File: config.mk
export PLATFORM = sky130hd
export DESIGN_NAME = perf_snapshot_collector
export DESIGN_NICKNAME = d
export VERILOG_FILES = /design/src/rtl/perf_pkg.sv /design/src/rtl/perf_sat_acc.sv /design/src/rtl/perf_snapshot_collector.sv
export SDC_FILE = /design/constraint.sdc
export NUM_CORES = 1
export LEC_CHECK = 0
export CORE_MARGIN = 1.5
export CORE_UTILIZATION = 50
export CTS_BUF_LIST = sky130_fd_sc_hd__clkbuf_8 sky130_fd_sc_hd__clkbuf_16
export CTS_CLUSTER_SIZE = 28
export DETAILED_ROUTE_END_ITERATION = 16
export GPL_ROUTABILITY_DRIVEN = 0
export PLACE_DENSITY = 0.73
export SLEW_MARGIN = 20
export SYNTH_ARGS = -nofsm -noshare
export SYNTH_HDL_FRONTEND = slang
export SYNTH_SLANG_ARGS = --single-unit
File: constraint.sdc
create_clock -name clk -period 3.5 [get_ports clk]
set_clock_uncertainty 0.05 [all_clocks]
set_input_delay 0.7 -clock clk [delete_from_list [all_inputs] [get_ports clk]]
set_output_delay 0.7 -clock clk [all_outputs]
set_load 0.02 [all_outputs]
File: src/rtl/perf_pkg.sv
// perf_pkg: shared definitions for the performance snapshot collector.
//   perf_col_state_e : collector FSM state encoding
//   PERF_*_DEF       : default parameter values for the collector
package perf_pkg;

    localparam int unsigned PERF_NUM_CNTR_DEF = 4;
    localparam int unsigned PERF_CNT_W_DEF    = 4;
    localparam int unsigned PERF_ACC_W_DEF    = 16;

    typedef enum logic [1:0] {
        PC_IDLE    = 2'd0,
        PC_SAMPLE  = 2'd1,
        PC_PRESENT = 2'd2
    } perf_col_state_e;

endpackage

File: src/rtl/perf_sat_acc.sv
// perf_sat_acc: saturating accumulate adder.
//   acc_i [ACC_W] : current accumulator value
//   add_i [CNT_W] : increment
//   sum_o [ACC_W] : acc_i + add_i, clamped to all-ones on overflow
//   ovf_o         : high when the true sum does not fit in ACC_W bits
module perf_sat_acc #(
    parameter int unsigned ACC_W = 16,
    parameter int unsigned CNT_W = 4
) (
    input  logic [ACC_W-1:0] acc_i,
    input  logic [CNT_W-1:0] add_i,
    output logic [ACC_W-1:0] sum_o,
    output logic             ovf_o
);

    logic [ACC_W:0] raw_sum;

    always_comb begin
        raw_sum = {1'b0, acc_i} + {{(ACC_W + 1 - CNT_W){1'b0}}, add_i};
        ovf_o   = raw_sum[ACC_W];
        sum_o   = ovf_o ? '1 : raw_sum[ACC_W-1:0];
    end

endmodule

File: src/rtl/perf_snapshot_collector.sv
// perf_snapshot_collector: on a snapshot request, reads each upstream
// counter once (read-and-clear strobe), adds the value into a per-counter
// saturating accumulator and presents each total as a valid/ready beat.
//   clk, reset        : clock, synchronous active-high reset
//   snap_req_i        : start a sweep (queued one-deep while busy)
//   acc_clr_i         : clear accumulators/sat flags in IDLE
//                       (present only with PERF_COLLECT_CLR_EN defined)
//   sw_req_o  [N]     : one-hot read strobe to counter idx
//   p_count_i [N*W]   : counter values, slice i valid when sw_req_o[i]
//   rd_valid_o/rd_ready_i/rd_id_o/rd_data_o : result beat handshake
//   sat_o     [N]     : sticky saturation flags
//   busy_o            : sweep in progress
// Optional feature macro: PERF_COLLECT_CLR_EN.
module perf_snapshot_collector
    import perf_pkg::*;
#(
    parameter int unsigned NUM_CNTR = PERF_NUM_CNTR_DEF,
    parameter int unsigned CNT_W    = PERF_CNT_W_DEF,
    parameter int unsigned ACC_W    = PERF_ACC_W_DEF
) (
    input  logic                          clk,
    input  logic                          reset,
    input  logic                          snap_req_i,
`ifdef PERF_COLLECT_CLR_EN
    input  logic                          acc_clr_i,
`endif
    output logic [NUM_CNTR-1:0]           sw_req_o,
    input  logic [NUM_CNTR*CNT_W-1:0]     p_count_i,
    output logic                          rd_valid_o,
    input  logic                          rd_ready_i,
    output logic [$clog2(NUM_CNTR)-1:0]   rd_id_o,
    output logic [ACC_W-1:0]              rd_data_o,
    output logic [NUM_CNTR-1:0]           sat_o,
    output logic                          busy_o
);

    localparam int unsigned IDX_W = $clog2(NUM_CNTR);
    localparam logic [IDX_W-1:0] IDX_LAST = IDX_W'(NUM_CNTR - 1);

    perf_col_state_e    state_q, state_d;
    logic [IDX_W-1:0]   idx_q, idx_d;
    logic               pending_q, pending_d;
    logic [ACC_W-1:0]   acc_q [NUM_CNTR];
    logic [NUM_CNTR-1:0] sat_q;

    logic [ACC_W-1:0]   acc_sel;
    logic [CNT_W-1:0]   cnt_sel;
    logic [ACC_W-1:0]   acc_sum;
    logic               acc_ovf;
    logic               clr_en;

`ifdef PERF_COLLECT_CLR_EN
    // Clear only honoured while idle; a concurrent snapshot then samples
    // into freshly zeroed accumulators.
    assign clr_en = acc_clr_i && (state_q == PC_IDLE);
`else
    assign clr_en = 1'b0;
`endif

    // Single adder shared by all counters through the idx mux.
    assign acc_sel = acc_q[idx_q];
    assign cnt_sel = p_count_i[idx_q*CNT_W +: CNT_W];

    perf_sat_acc #(
        .ACC_W (ACC_W),
        .CNT_W (CNT_W)
    ) u_sat_acc (
        .acc_i (acc_sel),
        .add_i (cnt_sel),
        .sum_o (acc_sum),
        .ovf_o (acc_ovf)
    );

    always_comb begin
        state_d    = state_q;
        idx_d      = idx_q;
        pending_d  = pending_q;
        sw_req_o   = '0;
        rd_valid_o = 1'b0;
        rd_id_o    = '0;
        rd_data_o  = '0;
        busy_o     = (state_q != PC_IDLE);

        case (state_q)
            PC_IDLE: begin
                if (snap_req_i || pending_q) begin
                    idx_d     = '0;
                    pending_d = 1'b0;
                    state_d   = PC_SAMPLE;
                end
            end
            PC_SAMPLE: begin
                sw_req_o = NUM_CNTR'(1) << idx_q;
                state_d  = PC_PRESENT;
                if (snap_req_i) pending_d = 1'b1;
            end
            PC_PRESENT: begin
                rd_valid_o = 1'b1;
                rd_id_o    = idx_q;
                rd_data_o  = acc_sel;
                if (snap_req_i) pending_d = 1'b1;
                if (rd_ready_i) begin
                    if (idx_q == IDX_LAST) begin
                        state_d = PC_IDLE;
                    end else begin
                        idx_d   = idx_q + 1'b1;
                        state_d = PC_SAMPLE;
                    end
                end
            end
            default: state_d = PC_IDLE;
        endcase
    end

    always_ff @(posedge clk) begin
        if (reset) begin
            state_q   <= PC_IDLE;
            idx_q     <= '0;
            pending_q <= 1'b0;
        end else begin
            state_q   <= state_d;
            idx_q     <= idx_d;
            pending_q <= pending_d;
        end
    end

    always_ff @(posedge clk) begin
        if (reset || clr_en) begin
            for (int unsigned i = 0; i < NUM_CNTR; i++) acc_q[i] <= '0;
            sat_q <= '0;
        end else if (state_q == PC_SAMPLE) begin
            acc_q[idx_q] <= acc_sum;
            if (acc_ovf) sat_q[idx_q] <= 1'b1;
        end
    end

    assign sat_o = sat_q;

endmodule

Word level (Yosys, flattened, before mapping)
Memory sizes are Yosys's and may differ from the RTL's. A register that Yosys moved wholly into a read port is not among the register bits.
Index checks and enable logic that the tools add are counted.
{"block": "op_classes", "n_lt_le_gt_ge": 2, "n_eq_ne": 7, "add_sub_neg": 2, "n_shift": 2, "bitwise": 1, "n_reduce_logical": 12, "mux": 28}
{"operator": "two-way mux 16 bit", "n": 3}
{"operator": "two-way mux 2 bit", "n": 9}
{"operator": "adder 16 x 4 -> 17 bit", "n": 1}
{"operator": "OR reduction 16 bit", "n": 1}
{"operator": "indexed part select 16 x 5 -> 4 bit", "n": 1}
{"operator": "two-way mux 1 bit", "n": 11}
{"operator": "inequality test 2 bit (second input constant)", "n": 3}
{"operator": "one-hot mux 2 bit (3 select lines)", "n": 1}
{"operator": "nonzero test 2 bit", "n": 3}
{"operator": "equality test 2 bit (second input constant)", "n": 2}
{"operator": "two-way mux 4 bit", "n": 1}
{"operator": "OR 4 bit", "n": 1}
{"operator": "one-hot mux 2 bit (2 select lines)", "n": 1}
{"operator": "AND reduction 2 bit", "n": 2}
{"operator": "AND reduction 4 bit", "n": 1}
{"operator": "left shift 1 x 2 -> 4 bit (first input constant)", "n": 1}
{"operator": "less-than comparator 2 x 3 -> 1 bit (second input constant)", "n": 1}
{"operator": "AND reduction 3 bit", "n": 1}
{"operator": "adder 2 x 1 -> 2 bit (second input constant)", "n": 1}
{"operator": "demux 1 bit (select 2 bit)", "n": 1}
{"operator": "equality test 2 x 1 -> 1 bit (second input constant)", "n": 1}
{"operator": ">= comparator 2 x 1 -> 1 bit (second input constant)", "n": 1}
{"operator": "logical NOT 2 bit", "n": 1}
{"operator": "inequality test 2 x 1 -> 1 bit (second input constant)", "n": 1}
{"operator": "other kinds (4)", "n": 4}
{"block": "totals", "out_inout_bits": 28, "ram_bits": 64, "wordCells": 59, "regBits": 9, "n_memories": 1}
{"name": "acc_q", "words": 4, "word_bits": 16, "rd": 1, "rd_clocked_by_memory_dff": 1, "wr": 4, "line_no": "perf_snapshot_collector.sv:43", "source": "logic [ACC_W-1:0] acc_q [NUM_CNTR];"}

Logic depth before layout (Yosys ltp)
Gate-level depths: netlist (run 1).
{"block": "logic_depth", "depth_word": 6, "ltp_mapped": 11, "mapped_depth_nobuf": 8}

Hierarchy
Synthesis (run 1) repeated with hierarchy kept, for this count alone.
{"block": "unflattened", "cells_unflattened": 321, "area_unflattened_um2": 4150.2}
{"mod": "perf_snapshot_collector", "cells_per_inst": 249, "instances": 1, "area_each_um2": 3631.0, "seq_area_each_um2": 2142.1}
{"mod": "perf_sat_acc", "cells_per_inst": 72, "instances": 1, "area_each_um2": 519.2, "seq_area_each_um2": 0.0}

Worst setup path after synthesis (run 1)
Ideal clock, no wire load.
{"block": "synth_path", "path_type": "register to register", "start": "register idx_q[0]", "end": "memory acc_q[0][0], data pin", "t_arrival_ns": 3.078, "required_time_ns": 3.185, "slack_ns": 0.107, "setup_ns": 0.265, "path_buffers": 2, "synth_period_minus_slack_ns": 3.393, "path_stages_with_launch": 11, "cell_sequence": "dfxtp_1 clkbuf_1 mux4_2 ha_1 fa_1 a21o_1 a21oi_1 nor4_4 buf_2 a21oi_1 nor2_1"}
{"element": "from (decl)", "line_no": "perf_snapshot_collector.sv:41", "source": "logic [IDX_W-1:0] idx_q, idx_d;"}
{"element": "from (signal assigned)", "line_no": "perf_snapshot_collector.sv:122", "source": "idx_q <= idx_d;"}
{"element": "to (decl)", "line_no": "perf_snapshot_collector.sv:43"}

==> metrics.yaml, run 1 <==
setup_path:
  crit_fanout: 9
  cp-end-kind: "output pin"
  cp_data_required_time_ns: 2.75
  path_class: "reg2out"
  crit_path_start_kind: "flop"
  reg2reg_to: "acc_q[0][12]$_SDFFCE_PN0P_"
  worstPathArrival_ns: 2.58
  worst-r2r-cell-count: 8
  r2r_setup_slack_ns: 0.26
floorplan:
  die_w_um: 91.8
  rows: 32
  dieArea_um2: 8430
  die_h_um: 91.8
  io_pins: 48
  start_util_pct: 51.3
  coreArea_um2: 7690
clock_network:
  postCtsHoldBufs: 0
  cts_tree: "done"
  path_clk_slew_ns: 0.08
  postCtsSetupBuffers: 0
  clk_latency_ns: 0.35
  numCtsBuffers: 9
  cts.htree.levels: 3
  cts-resized-gates: 0
  cts_num_sinks: 75
  root_buffer: "clkbuf_8"
  clockBufferDepth: 2
synthesis:
  synth_top_area_share_pct: 48.7
  syn-instance-count: 318
  ys_ff_latch: 75
  synth_area_leaders: "edfxtp_1 49%, mux4_2 11%, dfxtp_1 5.6%, nor2_1 4.8%, and2_1 3.8%"
  ys_seq_area_share_pct: 54.3
  syn_avg_cell_area_um2: 12.4
  ys.flop_type: "edfxtp_1"
  synthesis.area_um2: 3940
  yosys_warnings: 0
  synth_enable_flop_cells: 64
  synthArstFlopShare_pct: 0
  syn_nets: 351
  synth_area_leader_cell: "edfxtp_1"
  synth_cell_types: 44
sta:
  max_freq_mhz: 300
  hold_violations: 0
  finalMaxSlewViolations: 0
  period_needed_ns: 3.33
  worstMarginPinSlew_ns: 0.800
  relSlewSlack_pct: 46.6
  holdWs_ns: 0.429
  rsz0062_at_grt: "false"
  period_share_pct: 95.1
  setup_viol: 0
  setup_tns_ns: 0
layout:
  fillers: 627
  drive_above_1_share_pct: 18.7
  seq_area_um2: 2140
  final_cell_mix: "64 x edfxtp_1, 50 x nor2_1, 47 x clkdlybuf4s50_1, 26 x a21oi_1, 26 x buf_4"
  nets: 418
  area_growth_pct: 22.9
  layout_commonest_cell: "edfxtp_1"
  multi_input_area_um2: 1690
  fin_util_pct: 63.1
  stdcell_area_um2: 4850
  diodes: 0
power:
  peakVddDrop_v: 0.000424
  power_density_nw_per_um2: 562
  leakagePower_nw: 1.74
routing:
  drc: 0
  routed_wl_mm: 8.79
  postRouteAntennaNets: 0
  viasPerCell: 5.61
  firstDrtPassIters: 4
  first_iter_violations: 113
  num_vias: 2760
  wl_per_cell_um: 17.9
placement:
  port_buffers: 47
  dpl_cell_area_um2: 4650
  hpwl_mm: 6.20
grt:
  grt_use_met2_pct: 39.0
  grt.total_usage_pct: 22.6
  grt_pass1_vias: 2913
  grtUsageMet1_pct: 28.5
  grt.busiest_layer: "met2"
  grt_remaining_overflow: 0
  grt_use_met3_pct: 3.65
  grt_max_degree: 26
  antenna_found_initial: 0
  grt_pass1_wl_mm: 14.2
worst_hold_path:
  min_path_type: "reg2reg"
  whs_path_depth: 2
  min_to: "sat_o[2]$_SDFFE_PP0P_"
  hp-start: "sat_o[2]$_SDFFE_PP0P_"
flow_run:
  maxCapViolations: 0
outcome:
  status: "finished clean"
[synthesized netlist by cell type, types with 2 or more instances]
| library cell | n |
|---|---|
| a31o_2 | 2 |
| mux2i_1 | 6 |
| nand2_1 | 6 |
| edfxtp_1 | 64 |
| nand2_2 | 2 |
| nor2_1 | 50 |
| and3_1 | 2 |
| a21o_1 | 3 |
| a211oi_1 | 4 |
| o21a_1 | 2 |
| mux2_2 | 2 |
| ha_1 | 12 |
| nand3_1 | 2 |
| inv_1 | 8 |
| and2_1 | 24 |
| nor3_1 | 16 |
| o21ai_0 | 2 |
| a22oi_1 | 3 |
| a31oi_1 | 5 |
| a21oi_1 | 26 |
| buf_4 | 2 |
| mux4_2 | 20 |
| nor3_2 | 3 |
| xnor2_1 | 3 |
| nand2b_1 | 5 |
| buf_2 | 3 |
| clkbuf_1 | 11 |
| dfxtp_1 | 11 |
| nand4_1 | 3 |
| o41ai_1 | 2 |
[metrics by stage]
stage	worst slack, ns	std cells	total power [W]
6_report	0.171	492	0.00272
5_1_grt	0.0504	492	0.00288
4_1_cts	0.123	492	0.00274
3_5_place_dp	-0.144	476	0.00209
3_3_place_gp	-0.0797	476	0.00207
2_1_floorplan	0.107	318	0.00176
[routing by layer]
metal  share of wire [%]  wire length, um
met1                  42             3660
met4                 2.1              185
met5                   0                0
met2                  49             4320
met3                 7.1              626
[area by class of cell]
type	count	share of cell area, %
inverters	8	0.619
well taps	102	2.63
clock inverters	7	1.45
flip-flops and latches	75	44.2
clock buffers	9	2.55
repair buffers	73	13.7
multi-input cells	218	34.8
[power breakdown]
group	leakage [nW]	internal, W	switching [W]
sequential	0.752	0.00108	0.0000403
clock	0.0926	0.000326	0.000323
combinational	0.896	0.000410	0.000542
[worst max path at each step]
stage                                startpoint                   endpoint  depth (start not counted)
after global placement            p_count_i[14]  acc_q[0][9]$_SDFFCE_PN0P_                         10
after detailed placement           p_count_i[2]  acc_q[2][9]$_SDFFCE_PN0P_                         10
after floorplan           idx_q[0]$_SDFFE_PP0P_  acc_q[0][0]$_SDFFCE_PN0P_                         10
final                                      flop               rd_data_o[9]                          4
after global routing                       flop              rd_data_o[12]                          4
after CTS                                  flop               rd_data_o[9]                          4
[worst max-delay path, stage by stage (launching register included)]
cell             delay (ns)
dfxtp_1                0.54
buf_4                  0.31
mux4_2                 0.62
and2_1                 0.20
clkdlybuf4s50_1        0.54
[state kept, by name, summed over array words and instances (netlist names), named ones only]
signal,cells
sat_o,4
state_q,2
idx_q,2
pending_q,1
acc_q,64
[kinds of logic after synthesis]
kind of cell	Yosys count	synth area share [%]
fa+ha+maj	13	4.31
buf+inv	25	2.86
mux	28	13.5
xor+xnor	4	0.888
simple gates	120	15.8
compound gates	53	8.34
flops	75	54.3
Note: power is estimated with default switching activity, not from simulation.
==> inputs of run 2 (changes only) <==
--- a/config.mk
+++ b/config.mk
@@ -6,12 +6,12 @@
 export NUM_CORES = 1
 export LEC_CHECK = 0
 export CORE_MARGIN = 1.5
-export CORE_UTILIZATION = 50
+export CORE_UTILIZATION = 56
 export CTS_BUF_LIST = sky130_fd_sc_hd__clkbuf_8 sky130_fd_sc_hd__clkbuf_16
 export CTS_CLUSTER_SIZE = 28
 export DETAILED_ROUTE_END_ITERATION = 16
 export GPL_ROUTABILITY_DRIVEN = 0
-export PLACE_DENSITY = 0.73
+export PLACE_DENSITY = 0.77
 export SLEW_MARGIN = 20
 export SYNTH_ARGS = -nofsm -noshare
 export SYNTH_HDL_FRONTEND = slang
==> constraint.sdc (replaced) <==
create_clock -name clk -period 3.65 [get_ports clk]
set_clock_uncertainty 0.05 [all_clocks]
set_input_delay 0.73 -clock clk [delete_from_list [all_inputs] [get_ports clk]]
set_output_delay 0.73 -clock clk [all_outputs]
set_load 0.01 [all_outputs]
==> run 2 against run 1 <==
  * Sequential share of layout area grew 0.50 points
  * Power is 5.5% lower
  * Global-route usage up 3.0 points
  * Via count rose by 0.80%
  * First-iteration DRC count is 53% higher
  * Critical endpoint is now acc_q[3][13]$_DFFE_PP_
  * Utilization rose by 7.5 points
  * Sequential cell count unchanged
  * Final cell count shrank 2.6%
  * Register-to-register slack improved by 0.05 ns
  * Worst hold slack improved by 0.0013 ns
  * Largest cell class unchanged
  * Sequential power is 4% lower
==> metrics.yaml, run 2 (synthesized netlist as in run 1, its figures left out) <==
outcome:
  status: "finished clean"  # unchanged
clock_network:
  cts_tree: "done"  # unchanged
  cts-resized-gates: 0  # unchanged
  postCtsSetupBuffers: 0  # unchanged
  clockBufferDepth: 2  # unchanged
  clk_latency_ns: 0.35  # about the same
  cts.htree.levels: 3  # unchanged
  path_clk_slew_ns: 0.08  # about the same
  cts_num_sinks: 75  # unchanged
  root_buffer: "clkbuf_8"  # unchanged
  postCtsHoldBufs: 0  # unchanged
  numCtsBuffers: 9  # unchanged
floorplan:
  io_pins: 48  # unchanged
  die_w_um: 86.9  # was 91.8 um
  die_h_um: 86.9  # was 91.8 um
  coreArea_um2: 6790  # was 7690 um^2
  dieArea_um2: 7560  # was 8430 um^2
  start_util_pct: 58.0  # was 51.3%
  rows: 30  # was 32
power:
  leakagePower_nw: 1.71  # was 1.74 nW
  peakVddDrop_v: 0.000344  # was 0.000424 V
  power_density_nw_per_um2: 537  # was 562 nW/um^2
grt:
  grt_max_degree: 26  # unchanged
  grt.total_usage_pct: 25.7  # was 22.6%
  antenna_found_initial: 0  # unchanged
  grt_pass1_vias: 2873  # was 2913
  grt_pass1_wl_mm: 14.3  # was 14.2 mm
  grt_remaining_overflow: 0  # unchanged
routing:
  postRouteAntennaNets: 0  # unchanged
  viasPerCell: 5.81  # was 5.61
  routed_wl_mm: 8.63  # was 8.79 mm
  drc: 0  # unchanged
  first_iter_violations: 173  # was 113
  firstDrtPassIters: 4  # unchanged
  num_vias: 2782  # was 2760
  wl_per_cell_um: 18.0  # was 17.9 um
placement:
  hpwl_mm: 6.05  # was 6.20 mm
  place_inst: 463  # was 476
  port_buffers: 47  # unchanged
  dpl_cell_area_um2: 4590  # was 4650 um^2
  pre_cts_slack_ns: -0.0519  # was -0.144 ns
sta:
  worstMarginPinSlew_ns: 0.840  # was 0.800 ns
  worst_slack_ns: 0.291  # was 0.171 ns
  setup_viol: 0  # unchanged
  finalMaxSlewViolations: 0  # unchanged
  relSlewSlack_pct: 44.0  # was 46.6%
  period_share_pct: 92.0
  hold_violations: 0  # unchanged
  period_needed_ns: 3.36
  rsz0062_at_grt: "false"  # unchanged
  max_freq_mhz: 298
setup_path:
  path_class: "in2reg"  # was reg2out
  worst-r2r-cell-count: 8  # unchanged
  critPathLaunch: "p_count_i[14]"
  reg2reg_to: "acc_q[3][13]$_DFFE_PP_"  # was acc_q[0][12]$_SDFFCE_PN0P_
  cp_data_required_time_ns: 3.80  # was 2.75 ns
  worstPathArrival_ns: 3.51  # was 2.58 ns
  crit_fanout: 13  # was 9
  crit_path_start_kind: "input port"  # was flop
  cpMaxStageDelayCell: "nor4_4"  # was mux4_2
  max_stage_delay_ns: 0.67  # was 0.62 ns
  crit_chain: "clkdlybuf4s50_1 -> mux4_2 -> ha_1 -> a21o_1 -> a21oi_1 -> buf_4 -> nor4_4 -> a22oi_1 -> a21oi_1"  # was buf_4 -> mux4_2 -> and2_1 -> clkdlybuf4s50_1
  r2r_setup_slack_ns: 0.31  # was 0.26 ns
  cp_common_cell: "a21oi_1"
  regToRegStartpoint: "idx_q[0]$_SDFFE_PP0P_"
  cp-endpoint: "acc_q[3][13]$_DFFE_PP_"  # was rd_data_o[9]
  cp-end-kind: "flop"  # was output pin
layout:
  stdcell_area_um2: 4790  # was 4850 um^2
  diodes: 0  # unchanged
  layout_commonest_cell: "edfxtp_1"  # unchanged
  fin_util_pct: 70.6  # was 63.1%
  final-instance-count-excl-fill: 479  # was 492
  nets: 411  # was 418
  largest-register: "acc_q"  # unchanged
  area_growth_pct: 21.6  # was 22.9%
  final_cell_mix: "64 x edfxtp_1, 50 x nor2_1, 47 x clkdlybuf4s50_1, 26 x a21oi_1, 24 x and2_1"  # was 64 x edfxtp_1, 50 x nor2_1, 47 x clkdlybuf4s50_1, 26 x a21oi_1, 26 x buf_4
  largest_reg_flops: 64  # unchanged
  drive_above_1_share_pct: 17.5  # was 18.7%
flow_run:
  maxCapViolations: 0  # unchanged
worst_hold_path:
  min_path_type: "reg2reg"  # unchanged
## run 2: final cells by class
class / count / area, um^2
multi-input cells: 218 / 1690
clock inverters: 7 / 76.3
repair buffers: 66 / 613
flip-flops and latches: 75 / 2140
fillers: 500 / 2000
well taps: 96 / 120
inverters: 8 / 30.0
clock buffers: 9 / 124
## run 2: critical path: cells and delay by family
family / cells / cell delay (ns)
compound gates: 4 / 0.77
buf+inv: 2 / 0.55
mux: 1 / 0.46
fa+ha+maj: 1 / 0.31
simple gates: 1 / 0.67
## run 2: worst min path at each step
stage | cells past startpoint | end | start
after detailed placement | 2 | pending_q$_SDFFE_PP0P_ | pending_q$_SDFFE_PP0P_
final | 2 | pending_q$_SDFFE_PP0P_ | pending_q$_SDFFE_PP0P_
after global routing | 2 | sat_o[0]$_SDFFE_PP0P_ | sat_o[0]$_SDFFE_PP0P_
after floorplan | 2 | pending_q$_SDFFE_PP0P_ | pending_q$_SDFFE_PP0P_
after CTS | 2 | pending_q$_SDFFE_PP0P_ | pending_q$_SDFFE_PP0P_
after global placement | 2 | sat_o[2]$_SDFFE_PP0P_ | sat_o[2]$_SDFFE_PP0P_
## run 2: metrics by stage
stage | hold slack (ns) | power [W] | setup TNS [ns]
3_5_place_dp | 0.419 | 0.00196 | -0.301
4_1_cts | 0.432 | 0.00258 | 0
2_1_floorplan | 0.400 | 0.00166 | 0
6_report | 0.430 | 0.00257 | 0
3_3_place_gp | 0.400 | 0.00194 | 0
5_1_grt | 0.461 | 0.00271 | 0
## run 2: metal layers
metal  GRT usage, %  up-vias  wire length [um]
li1               -     1310                 -
met5              0        -                 0
met3           3.98       23               486
met4           10.6        0               176
met2           43.3       90              4530
met1           33.2     1359              3430
## run 2: report_power, final
group,switching (W),internal (W)
Sequential,0.0000426,0.00104
Combinational,0.000489,0.000373
Clock,0.000314,0.000319
